$ cat src/rtl/adc_spi_reader_if.sv
// Host and SPI pin bundle for the serial ADC reader.
// The master side is the reader itself; the slave side is the host plus the ADC pins.
interface adc_spi_reader_if #(
  parameter int unsigned DATA_W = 12
);
  logic              start;
  logic [2:0]        channel_addr;
  logic              busy;
  logic              sample_valid;
  logic [DATA_W-1:0] sample;
  logic [2:0]        sample_channel;
  logic              spi_cs_n;
  logic              spi_sclk;
  logic              spi_mosi;
  logic              spi_miso;

  modport master (
    input  start,
    input  channel_addr,
    input  spi_miso,
    output busy,
    output sample_valid,
    output sample,
    output sample_channel,
    output spi_cs_n,
    output spi_sclk,
    output spi_mosi
  );

  modport slave (
    output start,
    output channel_addr,
    output spi_miso,
    input  busy,
    input  sample_valid,
    input  sample,
    input  sample_channel,
    input  spi_cs_n,
    input  spi_sclk,
    input  spi_mosi
  );
endinterface

$ cat src/rtl/adc_spi_reader.sv
// SPI master for the 8-channel 12-bit MegaWing ADC: one 16-SCLK frame per start,
// returning the sample tagged with the channel addressed in the previous frame.
module adc_spi_reader #(
  parameter int unsigned CLK_DIV = 4,
  parameter int unsigned DATA_W  = 12
) (
  input logic               clk,
  input logic               reset,
  adc_spi_reader_if.master  bus
);

  localparam int unsigned CntW = $clog2(CLK_DIV);

  typedef enum logic [2:0] {StIdle, StSetup, StShift, StHold, StGap} state_e;

  state_e            state_q, state_d;
  logic [CntW-1:0]   cnt_q, cnt_d;
  logic [4:0]        half_q, half_d;
  logic [15:0]       tx_q, tx_d;
  logic [DATA_W-1:0] rx_q, rx_d;
  logic [2:0]        addr_q, addr_d;
  logic [2:0]        prev_addr_q, prev_addr_d;
  logic              busy_q, busy_d;
  logic              valid_q, valid_d;
  logic [DATA_W-1:0] sample_q, sample_d;
  logic [2:0]        chan_q, chan_d;
  logic              cs_n_q, cs_n_d;
  logic              sclk_q, sclk_d;
  logic              div_done;

  always_ff @(posedge clk or posedge reset) begin
    if (reset) begin
      state_q     <= StIdle;
      cnt_q       <= '0;
      half_q      <= '0;
      tx_q        <= '0;
      rx_q        <= '0;
      addr_q      <= '0;
      prev_addr_q <= '0;
      busy_q      <= 1'b0;
      valid_q     <= 1'b0;
      sample_q    <= '0;
      chan_q      <= '0;
      cs_n_q      <= 1'b1;
      sclk_q      <= 1'b1;
    end else begin
      state_q     <= state_d;
      cnt_q       <= cnt_d;
      half_q      <= half_d;
      tx_q        <= tx_d;
      rx_q        <= rx_d;
      addr_q      <= addr_d;
      prev_addr_q <= prev_addr_d;
      busy_q      <= busy_d;
      valid_q     <= valid_d;
      sample_q    <= sample_d;
      chan_q      <= chan_d;
      cs_n_q      <= cs_n_d;
      sclk_q      <= sclk_d;
    end
  end

  always_comb begin
    state_d     = state_q;
    cnt_d       = cnt_q;
    half_d      = half_q;
    tx_d        = tx_q;
    rx_d        = rx_q;
    addr_d      = addr_q;
    prev_addr_d = prev_addr_q;
    busy_d      = busy_q;
    valid_d     = 1'b0;
    sample_d    = sample_q;
    chan_d      = chan_q;
    cs_n_d      = cs_n_q;
    sclk_d      = sclk_q;
    div_done    = (cnt_q == CntW'(CLK_DIV - 1));

    // One shared divider paces every non-idle state.
    if (state_q != StIdle) begin
      cnt_d = div_done ? '0 : cnt_q + 1'b1;
    end

    case (state_q)
      StIdle: begin
        if (bus.start) begin
          addr_d  = bus.channel_addr;
          tx_d    = {2'b00, bus.channel_addr, 11'b0};
          busy_d  = 1'b1;
          cs_n_d  = 1'b0;
          cnt_d   = '0;
          state_d = StSetup;
        end
      end
      StSetup: begin
        if (div_done) begin
          half_d  = '0;
          state_d = StShift;
        end
      end
      StShift: begin
        if (div_done) begin
          sclk_d = ~sclk_q;
          half_d = half_q + 5'd1;
          if (sclk_q) begin
            // The first falling edge keeps tx[15] on the line; later falls advance it.
            if (half_q != 5'd0) begin
              tx_d = {tx_q[14:0], 1'b0};
            end
          end else begin
            // Only the low DATA_W bits survive; the ADC's leading zeros shift out.
            rx_d = {rx_q[DATA_W-2:0], bus.spi_miso};
            if (half_q == 5'd31) begin
              state_d = StHold;
            end
          end
        end
      end
      StHold: begin
        if (div_done) begin
          cs_n_d      = 1'b1;
          valid_d     = 1'b1;
          sample_d    = rx_q;
          chan_d      = prev_addr_q;
          prev_addr_d = addr_q;
          tx_d        = '0;
          state_d     = StGap;
        end
      end
      StGap: begin
        if (div_done) begin
          busy_d  = 1'b0;
          state_d = StIdle;
        end
      end
      default: state_d = StIdle;
    endcase
  end

  assign bus.busy           = busy_q;
  assign bus.sample_valid   = valid_q;
  assign bus.sample         = sample_q;
  assign bus.sample_channel = chan_q;
  assign bus.spi_cs_n       = cs_n_q;
  assign bus.spi_sclk       = sclk_q;
  assign bus.spi_mosi       = tx_q[15];

endmodule
$ cat src/flat_wrapper.sv
// flat-port wrapper written by rule: the top's interface ports become plain ports
module adc_spi_reader_flat 
#(
  parameter int unsigned CLK_DIV = 4,
  parameter int unsigned DATA_W  = 12
)
  (clk, reset, bus_start, bus_channel_addr, bus_spi_miso, bus_busy, bus_sample_valid, bus_sample, bus_sample_channel, bus_spi_cs_n, bus_spi_sclk, bus_spi_mosi);
  adc_spi_reader_if #(.DATA_W(DATA_W)) bus_i ();
  input logic clk;
  input logic reset;
  input wire logic [$bits(bus_i.start)-1:0] bus_start;
  input wire logic [$bits(bus_i.channel_addr)-1:0] bus_channel_addr;
  input wire logic [$bits(bus_i.spi_miso)-1:0] bus_spi_miso;
  output wire logic [$bits(bus_i.busy)-1:0] bus_busy;
  output wire logic [$bits(bus_i.sample_valid)-1:0] bus_sample_valid;
  output wire logic [$bits(bus_i.sample)-1:0] bus_sample;
  output wire logic [$bits(bus_i.sample_channel)-1:0] bus_sample_channel;
  output wire logic [$bits(bus_i.spi_cs_n)-1:0] bus_spi_cs_n;
  output wire logic [$bits(bus_i.spi_sclk)-1:0] bus_spi_sclk;
  output wire logic [$bits(bus_i.spi_mosi)-1:0] bus_spi_mosi;
  assign bus_i.start = bus_start;
  assign bus_i.channel_addr = bus_channel_addr;
  assign bus_i.spi_miso = bus_spi_miso;
  assign bus_busy = bus_i.busy;
  assign bus_sample_valid = bus_i.sample_valid;
  assign bus_sample = bus_i.sample;
  assign bus_sample_channel = bus_i.sample_channel;
  assign bus_spi_cs_n = bus_i.spi_cs_n;
  assign bus_spi_sclk = bus_i.spi_sclk;
  assign bus_spi_mosi = bus_i.spi_mosi;
  adc_spi_reader #(.CLK_DIV(CLK_DIV), .DATA_W(DATA_W)) u_core (.clk(clk), .reset(reset), .bus(bus_i));
endmodule
$ cat config.mk
export PLATFORM = sky130hd
export DESIGN_NAME = adc_spi_reader_flat
export DESIGN_NICKNAME = d
export VERILOG_FILES = /design/src/rtl/adc_spi_reader_if.sv /design/src/rtl/adc_spi_reader.sv /design/src/flat_wrapper.sv
export SDC_FILE = /design/constraint.sdc
export NUM_CORES = 1
export LEC_CHECK = 0
export CAP_MARGIN = 10
export CORE_MARGIN = 2
export CORE_UTILIZATION = 55
export CTS_BUF_LIST = sky130_fd_sc_hd__clkbuf_8
export CTS_CLUSTER_SIZE = 30
export DETAILED_ROUTE_END_ITERATION = 10
export PLACE_DENSITY = 0.79
export SLEW_MARGIN = 10
export SYNTH_ARGS = -nofsm -noshare
export SYNTH_HDL_FRONTEND = slang
export SYNTH_SLANG_ARGS = --single-unit
$ cat constraint.sdc
create_clock -name clk -period 4.1 [get_ports clk]
set_input_delay 1.23 -clock clk [delete_from_list [all_inputs] [get_ports clk]]
set_output_delay 1.23 -clock clk [all_outputs]
set_load 0.005 [all_outputs]
# Word-level counts from Yosys, hierarchy flattened
# Index checks and enable logic that the tools add are counted.
# classes
add_sub_neg	2
n_eq_ne	15
mux	29
bitwise	1
n_reduce_logical	16
# ops
operator	count
16-bit 2-to-1 mux	5
16-bit case mux with 3 select lines	1
3-bit 2-to-1 mux	7
3-bit case mux with 5 select lines	1
2-bit by 1-bit inequality test with 1-bit output (second input constant)	7
3-bit AND reduction	4
5-bit 2-to-1 mux	2
5-bit case mux with 2 select lines	1
2-bit 2-to-1 mux	4
7-bit AND reduction	1
3-bit by 2-bit equality test with 1-bit output (second input constant)	2
1-bit 2-to-1 mux	6
2-bit AND reduction	3
6-bit AND reduction	1
2-bit nonzero test	3
3-bit nonzero test	2
5-bit by 1-bit adder with 5-bit output (second input constant)	1
5-bit equality test (second input constant)	1
5-bit nonzero test	1
2-bit inequality test (second input constant)	2
1-bit case mux with 2 select lines	2
3-bit by 1-bit equality test with 1-bit output (second input constant)	1
3-bit equality test (second input constant)	1
3-bit zero test	1
3 further kinds	3
# totals
regBits	63
in_bits	7
out_inout_bits	20
wordCells	76

# Longest topological paths before layout
# Gate-level depths: netlist (run 1).
# depth
depth_word	5
mapped_depth	6
depth_no_buf	6

# Worst setup path before layout (run 1)
# No wires, ideal clock.
# synth_path
path_type	input to register
startpoint	input bus_start
endpoint	register u_core.tx_q[12]
setup_ns	0.128
t_arrival_ns	2.077
t_required_ns	3.972
setup_slack_ns	1.895
cell_stages	4
n_path_buf	0
path_cell_list	nor4b_4 -> a21oi_2 -> a21oi_2 -> mux2_1
# synth_between
elab_chain_cells	2
# synth_rtl
element	line_no	text
start: declaration	flat_wrapper.sv:11	input wire logic [$bits(bus_i.start)-1:0] bus_start;
2-bit inequality test (no line)	n/a	
6-bit AND reduction (no line)	n/a	
end signal: assignment	adc_spi_reader.sv:50	tx_q <= tx_d;
end: declaration	adc_spi_reader.sv:19	logic [15:0] tx_q, tx_d;
# No other way between the ends.
# A chain may end at the register's enable or synchronous reset.

# Final worst setup path (run 1)
# Ends and elaborated chain as after synthesis.

==> impl_metrics.tcl, run 1 <==
set metrics [dict create \
    fill_cells 307 \
    power.leakage_nw 1.29 \
    worstPathRequired_ps 4290 \
    grt_first_pass_wirelength_um 6490 \
    async_flop_share 1.00 \
    slew_violations 0 \
    path_buf_inv 1 \
    layout-drive-gt1-share 0.170 \
    root_buffer "clkbuf_8" \
    hpwl_um 2780 \
    clock_latency_ps 310 \
    cp_slowest_cell "clkdlybuf4s50_1" \
    post-route-drc-count 0 \
    worstPathMaxFanout 6 \
    dr.first_iter.drc_count 61 \
    post_drt_wl_per_cell_um 15.9 \
    multiInputGateArea_um2 917 \
    finalSetupViolations 0 \
    synth-edff-count 0 \
    cts_hold_buffers 0 \
    post-cts-setup-buffers 0 \
    track_usage 0.190 \
    die_h_um 68.9 \
    vias_per_cell 5.59 \
    wl_um 4060 \
    cts_buffer_depth 2 \
    dpl_cell_area_um2 2590 \
    grt_max_degree 53 \
    io_buffers 26 \
    ys_seq_elements 52 \
    crit_chain "clkdlybuf4s50_1 > nor4b_4 > a21oi_2 > a21oi_2 > mux2_1" \
    ant_nets 0 \
    start_util 0.575 \
    yosys.area.top_type "dfrtp_1" \
    layout_setup_ws_ps 1470 \
    seqCellArea_um2 1300 \
    pre_cts_slack_ps 1140 \
    io-pin-count 27 \
    cts.clk_slew.worst_paths_ps 100 \
    drv_cap 0 \
    cts.sinks 52 \
    n_antenna_cell 0 \
    ir_drop_mv 0.243 \
    relSlewSlack 0.312 \
    synth_nets 190 \
    fmax_mhz 380 \
    synth.area.top_cells "dfrtp_1 (54%), mux2_1 (8.8%), mux2_4 (5.8%)" \
    synthCells 179 \
    final-hold-violation-count 0 \
    routabilityCongestion 0.852 \
    synth_flop_cell "dfrtp_1" \
    cp_common_cell "a21oi_2" \
    power.total_mw 0.839 \
    cts_tree "done" \
    hold_class "flip-flop to flip-flop" \
    ys_top_cells_by_count "dfrtp_1 (50), mux2_1 (18), nand2_1 (15), inv_1 (11)" \
    grt_setup_unrepaired "false" \
    tightest_slew_ps 1030 \
    postSynthAreaPerCell_um2 12.9 \
    critPathMaxStageDelay_ps 550 \
    core-area_um2 4030 \
    cts_inserted_buffers 5 \
    yosysSeqAreaShare 0.563 \
    stdcell_count 256 \
    die-area_um2 4740 \
    crit_arrival_ps 2820 \
    whs_ps 495 \
    critPathKind "input port to flip-flop" \
    firstDrtPassIters 5 \
    fp-row-count 23 \
    h-tree-depth 2 \
    yosysMostFrequentCell "dfrtp_1" \
    status "complete, no violations" \
    netlist_area_um2 2310 \
    cts_resized 0 \
    endpoint_kind "flip-flop" \
    period_needed_ps 2630 \
    overflow 0 \
    final_util 0.665 \
    dp.cells 248 \
    min_period_over_period 0.642 \
    cp_top_family "buffers and inverters" \
    cp-start-kind "input port" \
    ys_types 43 \
    area_growth_pct 15.8 \
    vias 1432 \
    yosys_warnings 0 \
    die_w_um 68.9 \
    totalNegativeSetupSlack_ps 0 \
    power_density_nw_per_um2 313 \
    nets 216 \
    antenna_found_initial 0 \
    synth_top_area_frac 0.541 \
    grt_pass1_vias 1389 \
    skew_ps 12.2 \
    fin_area_um2 2680 \
]
-- routing by layer --
layer / share of wire / routed length (µm) / GRT usage / up-vias
met5: 0 / 0 / 0 / -
met4: 0.016 / 65 / 0.0833 / 0
met3: 0.033 / 136 / 0.0536 / 7
met2: 0.49 / 1990 / 0.292 / 32
met1: 0.46 / 1880 / 0.251 / 718
li1: - / - / - / 675
-- state kept, by name, indices dropped and copies added (netlist names), 2 cells and up --
name / flops
u_core.bus.sample_channel: 3
u_core.cnt_q: 2
u_core.addr_q: 3
u_core.bus.sample: 12
u_core.half_q: 5
u_core.tx_q: 5
u_core.rx_q: 12
u_core.prev_addr_q: 3
u_core.state_q: 3
-- worst paths after layout --
kind,from,endpoint,slack (ps),cells past startpoint
setup / recovery,bus_start,u_core.tx_q[12],1470,5
hold / removal,u_core.addr_q[1],u_core.prev_addr_q[1],500,1
setup reg to reg,u_core.state_q[2],u_core.bus.sample[3],1880,3
hold reg to reg,u_core.addr_q[1],u_core.prev_addr_q[1],500,1
max in group asynchronous,reset,u_core.half_q[4],1990,2
min in group asynchronous,reset,u_core.bus.sample[7],1480,2
-- cell usage in the layout (no fill, tap or decap), types with 2 or more instances in the layout --
cell / netlist / layout
dfrtp_1: 50 / 50
clkdlybuf4s50_1: 0 / 26
mux2_1: 18 / 18
nand2_1: 15 / 15
inv_1: 11 / 10
o21ai_0: 9 / 9
mux2_4: 9 / 9
nor2_1: 5 / 5
mux2_2: 5 / 5
clkbuf_8: 0 / 5
o21ai_1: 4 / 4
ha_1: 4 / 4
nand2b_1: 3 / 3
a22o_1: 3 / 3
a21oi_1: 3 / 3
nand3_1: 3 / 3
inv_2: 1 / 2
nand3b_1: 2 / 2
a21oi_2: 2 / 2
mux2i_1: 2 / 2
a22oi_1: 2 / 2
dfstp_2: 2 / 2
-- worst register-to-register path, delay by kind of cell (launching register included) --
kind / cells / cell delay [ps]
simple gates: 2 / 1040
flops: 1 / 670
mux: 1 / 390
-- cell families (layout without fill, tap and decap cells) --
| kind of cell | Yosys count | count (layout) | share of synthesized area |
|---|---|---|---|
| and+or+nand+nor | 38 | 38 | 0.100 |
| adders and majority gates | 4 | 4 | 0.0216 |
| AOI/OAI and AO/OA | 31 | 31 | 0.0919 |
| muxes | 34 | 34 | 0.179 |
| DFF | 52 | 52 | 0.563 |
| buffers and inverters | 19 | 46 | 0.0405 |
| xor gates and xnor gates | 1 | 1 | 0.00378 |
-- final cells by class --
type / instances / area share
clock buffer: 5 / 0.0257
clock inverter: 3 / 0.00840
inverter: 12 / 0.0168
multi-input combinational: 108 / 0.342
sequential: 52 / 0.486
tap: 50 / 0.0233
timing repair buffer: 26 / 0.0971
-- power by group --
group          internal, mW  switching (mW)  total (mW)
clock network         0.122           0.171       0.294
registers             0.518         0.00346       0.521
logic                0.0115          0.0129      0.0245
Power figures use the tool's default switching activity.
==> run 2, diff against run 1 <==
==> constraint.sdc (replaced) <==
create_clock -name clk -period 2.5 [get_ports clk]
set_input_delay 0.75 -clock clk [delete_from_list [all_inputs] [get_ports clk]]
set_output_delay 0.75 -clock clk [all_outputs]
set_load 0.005 [all_outputs]
==> run 2 against run 1 <==
Net effect:
- power rose by 62%
- routed wire length down 0.52%
- sequential power grew 64%
- non-clock buffer count grew 6
- hold slack got worse by 11 ps
- core utilization increased by 1.4 points
- die area stayed put
- cell count grew 2.3%
- sequential cell count unchanged
- critical path type is now flip-flop to output port
- largest cell class unchanged
- largest power group unchanged
- highest routed layer unchanged
==> impl_metrics.tcl, run 2 (synthesis results as in run 1) <==
set metrics [dict create \
    status "complete, no violations" \
    grt_setup_unrepaired "false" \
    r2r-end "u_core.bus.sample[3]" \
    hpwl_um 2930 \
    layout_setup_ws_ps 375 \
    nets 222 \
    io_buffers 26 \
    die_h_um 68.9 \
    cts_buffer_depth 2 \
    root_buffer "clkbuf_8" \
    post-route-drc-count 0 \
    fmax_mhz 471 \
    cts_tree "done" \
    drv_cap 0 \
    path_buf_inv 1 \
    r2r-start "u_core.state_q[1]" \
    seqCellArea_um2 1300 \
    worstPathRequired_ps 1750 \
    whs_path_depth 2 \
    cts.sinks 52 \
    io-pin-count 27 \
    grt_pass1_vias 1489 \
    routabilityCongestion 0.766 \
    critPathKind "flip-flop to output port" \
    grt_max_degree 53 \
    post_drt_wl_per_cell_um 15.4 \
    finalSetupViolations 0 \
    vias_per_cell 5.50 \
    hold_end "u_core.prev_addr_q[0]" \
    cp-start-kind "flip-flop" \
    totalNegativeSetupSlack_ps 0 \
    h-tree-depth 2 \
    critPathMaxStageDelay_ps 580 \
    relSlewSlack 0.660 \
    slew_violations 0 \
    grtUsageMet2 0.323 \
    met1_usage 0.253 \
    cts.clk_slew.worst_paths_ps 90 \
    endpoint_kind "output port" \
    n_antenna_cell 0 \
    layout_common_cells "dfrtp_1 (50), clkdlybuf4s50_1 (26), mux2_1 (18)" \
    post-cts-setup-buffers 0 \
    pre_cts_slack_ps 216 \
    whs_ps 484 \
    cts_hold_buffers 0 \
    multiInputGateArea_um2 917 \
    period_needed_ps 2130 \
    ir_drop_mv 0.403 \
    tightest_slew_ps 505 \
    hp-start "u_core.prev_addr_q[0]" \
    firstDrtPassIters 4 \
    ant_nets 0 \
    final_util 0.679 \
    core-area_um2 4030 \
    wl_um 4040 \
    clock_latency_ps 300 \
    skew_ps 7.81 \
    use_met3 0.0438 \
    r2r_cells 4 \
    cp_top_family "flip-flops" \
    final-hold-violation-count 0 \
    crit_arrival_ps 1380 \
    die_w_um 68.9 \
    worst-path-stages 1 \
    rrSetupSlack_ps 630 \
    die-area_um2 4740 \
    fill_cells 301 \
    area_growth_pct 18.2 \
    dr.first_iter.drc_count 59 \
    vias 1441 \
    cts_resized 0 \
    layout-drive-gt1-share 0.189 \
    overflow 0 \
    cts_inserted_buffers 5 \
    antenna_found_initial 0 \
    power.leakage_nw 1.32 \
    start_util 0.575 \
    min_period_over_period 0.850 \
    worstPathMaxFanout 4 \
    grt_first_pass_wirelength_um 6760 \
    power.total_mw 1.36 \
    track_usage 0.198 \
    cp_slowest_cell "dfstp_2" \
    final_common_cell "dfrtp_1" \
    hold_class "flip-flop to flip-flop" \
    crit_chain "clkdlybuf4s50_1" \
    power_density_nw_per_um2 496 \
    grt.busiest_layer "met2" \
    fp-row-count 23 \
]
run 2: through the flow:
stage               instance area (µm²)  instances
floorplan                          2310        179
global placement                   2650        254
detailed placement                 2650        254
CTS                                2740        262
global route                       2740        262
finish                             2740        262
run 2: layout make-up:
cell class	count	share of cell area
inverters	12	0.0165
clock buffers	5	0.0252
repair buffers	32	0.116
well taps	50	0.0229
flip-flops and latches	52	0.477
multi-input cells	108	0.335
clock inverters	3	0.00732
run 2: worst max-delay path by stage:
stage	startpoint	slack [ps]	end
global placement	bus_start	280	u_core.tx_q[12]
CTS	u_core.bus.spi_sclk	360	bus_spi_sclk
detailed placement	bus_start	220	u_core.tx_q[12]
floorplan	reset	500	u_core.addr_q[0]
global route	u_core.bus.spi_sclk	350	bus_spi_sclk
finish	u_core.bus.spi_sclk	370	bus_spi_sclk
run 2: where the power goes:
part	leakage (nW)	internal [mW]	switching (mW)
combinational	0.596	0.0233	0.0225
clock	0.0455	0.195	0.262
sequential	0.678	0.849	0.00516
total	1.32	1.07	0.289
run 2: per-layer routing:
layer | share of wire | routed length, µm | up-vias
met2 | 0.51 | 2060 | 25
met1 | 0.44 | 1780 | 724
met3 | 0.030 | 123 | 9
met5 | 0 | 0 | -
met4 | 0.019 | 78 | 0
li1 | - | - | 683
==> run 3, diff against run 2 <==
--- a/config.mk
+++ b/config.mk
@@ -6,12 +6,14 @@
 export NUM_CORES = 1
 export LEC_CHECK = 0
 export CAP_MARGIN = 10
+export CELL_PAD_IN_SITES_DETAIL_PLACEMENT = 2
+export CELL_PAD_IN_SITES_GLOBAL_PLACEMENT = 2
 export CORE_MARGIN = 2
-export CORE_UTILIZATION = 55
+export CORE_UTILIZATION = 40
 export CTS_BUF_LIST = sky130_fd_sc_hd__clkbuf_8
 export CTS_CLUSTER_SIZE = 30
 export DETAILED_ROUTE_END_ITERATION = 10
-export PLACE_DENSITY = 0.79
+export PLACE_DENSITY_LB_ADDON = 0.1
 export SLEW_MARGIN = 10
 export SYNTH_ARGS = -nofsm -noshare
 export SYNTH_HDL_FRONTEND = slang
==> run 3 against run 2 <==
Net effect:
- combinational power up 5.0%
- design area is 2.1% higher
- hold slack improved by 9.5 ps
- critical path type unchanged
- critical endpoint unchanged
- largest cell class unchanged
- highest routed layer unchanged
==> impl_metrics.tcl, run 3 (synthesis results as in run 1) <==
set metrics [dict create \
    grt_max_degree 26 \
    cp_slowest_cell "dfstp_2" \
    n_antenna_cell 0 \
    whs_ps 494 \
    skew_ps 3.34 \
    firstDrtPassIters 4 \
    cts_tree "done" \
    h-tree-depth 2 \
    cp_top_family "flip-flops" \
    fp-row-count 27 \
    critPathMaxStageDelay_ps 600 \
    final-hold-violation-count 0 \
    tightest_slew_ps 505 \
    cts_inserted_buffers 5 \
    post_drt_wl_per_cell_um 17.8 \
    relSlewSlack 0.660 \
    ir_drop_mv 0.294 \
    power_density_nw_per_um2 505 \
    hold_class "flip-flop to flip-flop" \
    area_growth_pct 20.6 \
    power.total_mw 1.41 \
    path_buf_inv 1 \
    cts.clk_slew.worst_paths_ps 100 \
    vias_per_cell 5.23 \
    critPathKind "flip-flop to output port" \
    track_usage 0.182 \
    worstPathMaxFanout 4 \
    overflow 0 \
    die_w_um 80.1 \
    vias 1500 \
    layout_common_cells "dfrtp_1 (50), clkdlybuf4s50_1 (26), mux2_1 (18)" \
    layout-drive-gt1-share 0.205 \
    period_needed_ps 2170 \
    slew_violations 0 \
    crit_arrival_ps 1420 \
    grt_setup_unrepaired "false" \
    finalSetupViolations 0 \
    endpoint_kind "output port" \
    post-route-drc-count 0 \
    seqCellArea_um2 1300 \
    cp-start-kind "flip-flop" \
    hpwl_um 3880 \
    die_h_um 80.1 \
    grt_first_pass_wirelength_um 8900 \
    fill_cells 558 \
    root_buffer "clkbuf_8" \
    min_period_over_period 0.868 \
    io_buffers 26 \
    ant_nets 0 \
    crit_chain "clkdlybuf4s50_1" \
    routabilityCongestion 0.763 \
    fmax_mhz 461 \
    post-cts-setup-buffers 0 \
    cts_resized 0 \
    io-pin-count 27 \
    start_util 0.418 \
    grt_pass1_vias 1726 \
    drv_cap 0 \
    final_util 0.504 \
    worstPathRequired_ps 1750 \
    cts.sinks 52 \
    multiInputGateArea_um2 917 \
    dr.first_iter.drc_count 28 \
    antenna_found_initial 0 \
    wl_um 5100 \
    die-area_um2 6410 \
    final_common_cell "dfrtp_1" \
    totalNegativeSetupSlack_ps 0 \
    power.leakage_nw 1.34 \
    cts_hold_buffers 0 \
    nets 225 \
    clock_latency_ps 300 \
    status "complete, no violations" \
    core-area_um2 5540 \
    cts_buffer_depth 2 \
]
-- run 3: cell types whose count changed in the layout (fill, tap and decap cells not counted) --
cell and change:
inv_1 -1, clkinv_4 -1, clkbuf_8 +1, clkinvlp_4 -1
clkinv_2 +1, buf_4 +3, inv_6 +1
-- run 3: final cells by class --
type                            count  area share
Clock buffer                        6      0.0296
Clock inverter                      2     0.00493
Inverter                           12      0.0161
Multi-Input combinational cell    108       0.328
Sequential cell                    52       0.467
Tap cell                           72      0.0323
Timing Repair Buffer               35       0.122
-- run 3: worst paths after layout --
check | start | endpoint | slack, ps | depth (start not counted)
worst max-delay path | u_core.bus.spi_sclk | bus_spi_sclk | 330 | 1
worst min-delay path | u_core.prev_addr_q[2] | u_core.bus.sample_channel[2] | 490 | 1
worst max register to register | u_core.half_q[0] | u_core.tx_q[12] | 620 | 6
worst min register to register | u_core.prev_addr_q[2] | u_core.bus.sample_channel[2] | 490 | 1
max in group asynchronous | reset | u_core.bus.spi_cs_n | 1160 | 3
min in group asynchronous | reset | u_core.cnt_q[0] | 750 | 2
-- run 3: layer usage --
layer  part of all wire  GRT usage  vias up
met1               0.44      0.234      785
met2               0.54      0.322       20
met4             0.0037     0.0356        0
met3              0.020     0.0348        2
li1                   -          -      693
met5                  0          0        -
-- run 3: power by group --
group,internal [mW],switching [mW]
clock network,0.227,0.280
registers,0.849,0.00585
logic,0.0241,0.0239
-- run 3: stage by stage --
step	area, µm²	setup slack (ps)	cells
after global routing	2790	272	287
after CTS	2790	300	287
after global placement	2700	282	279
after floorplan	2310	495	179
final	2790	329	287
after detailed placement	2700	167	279
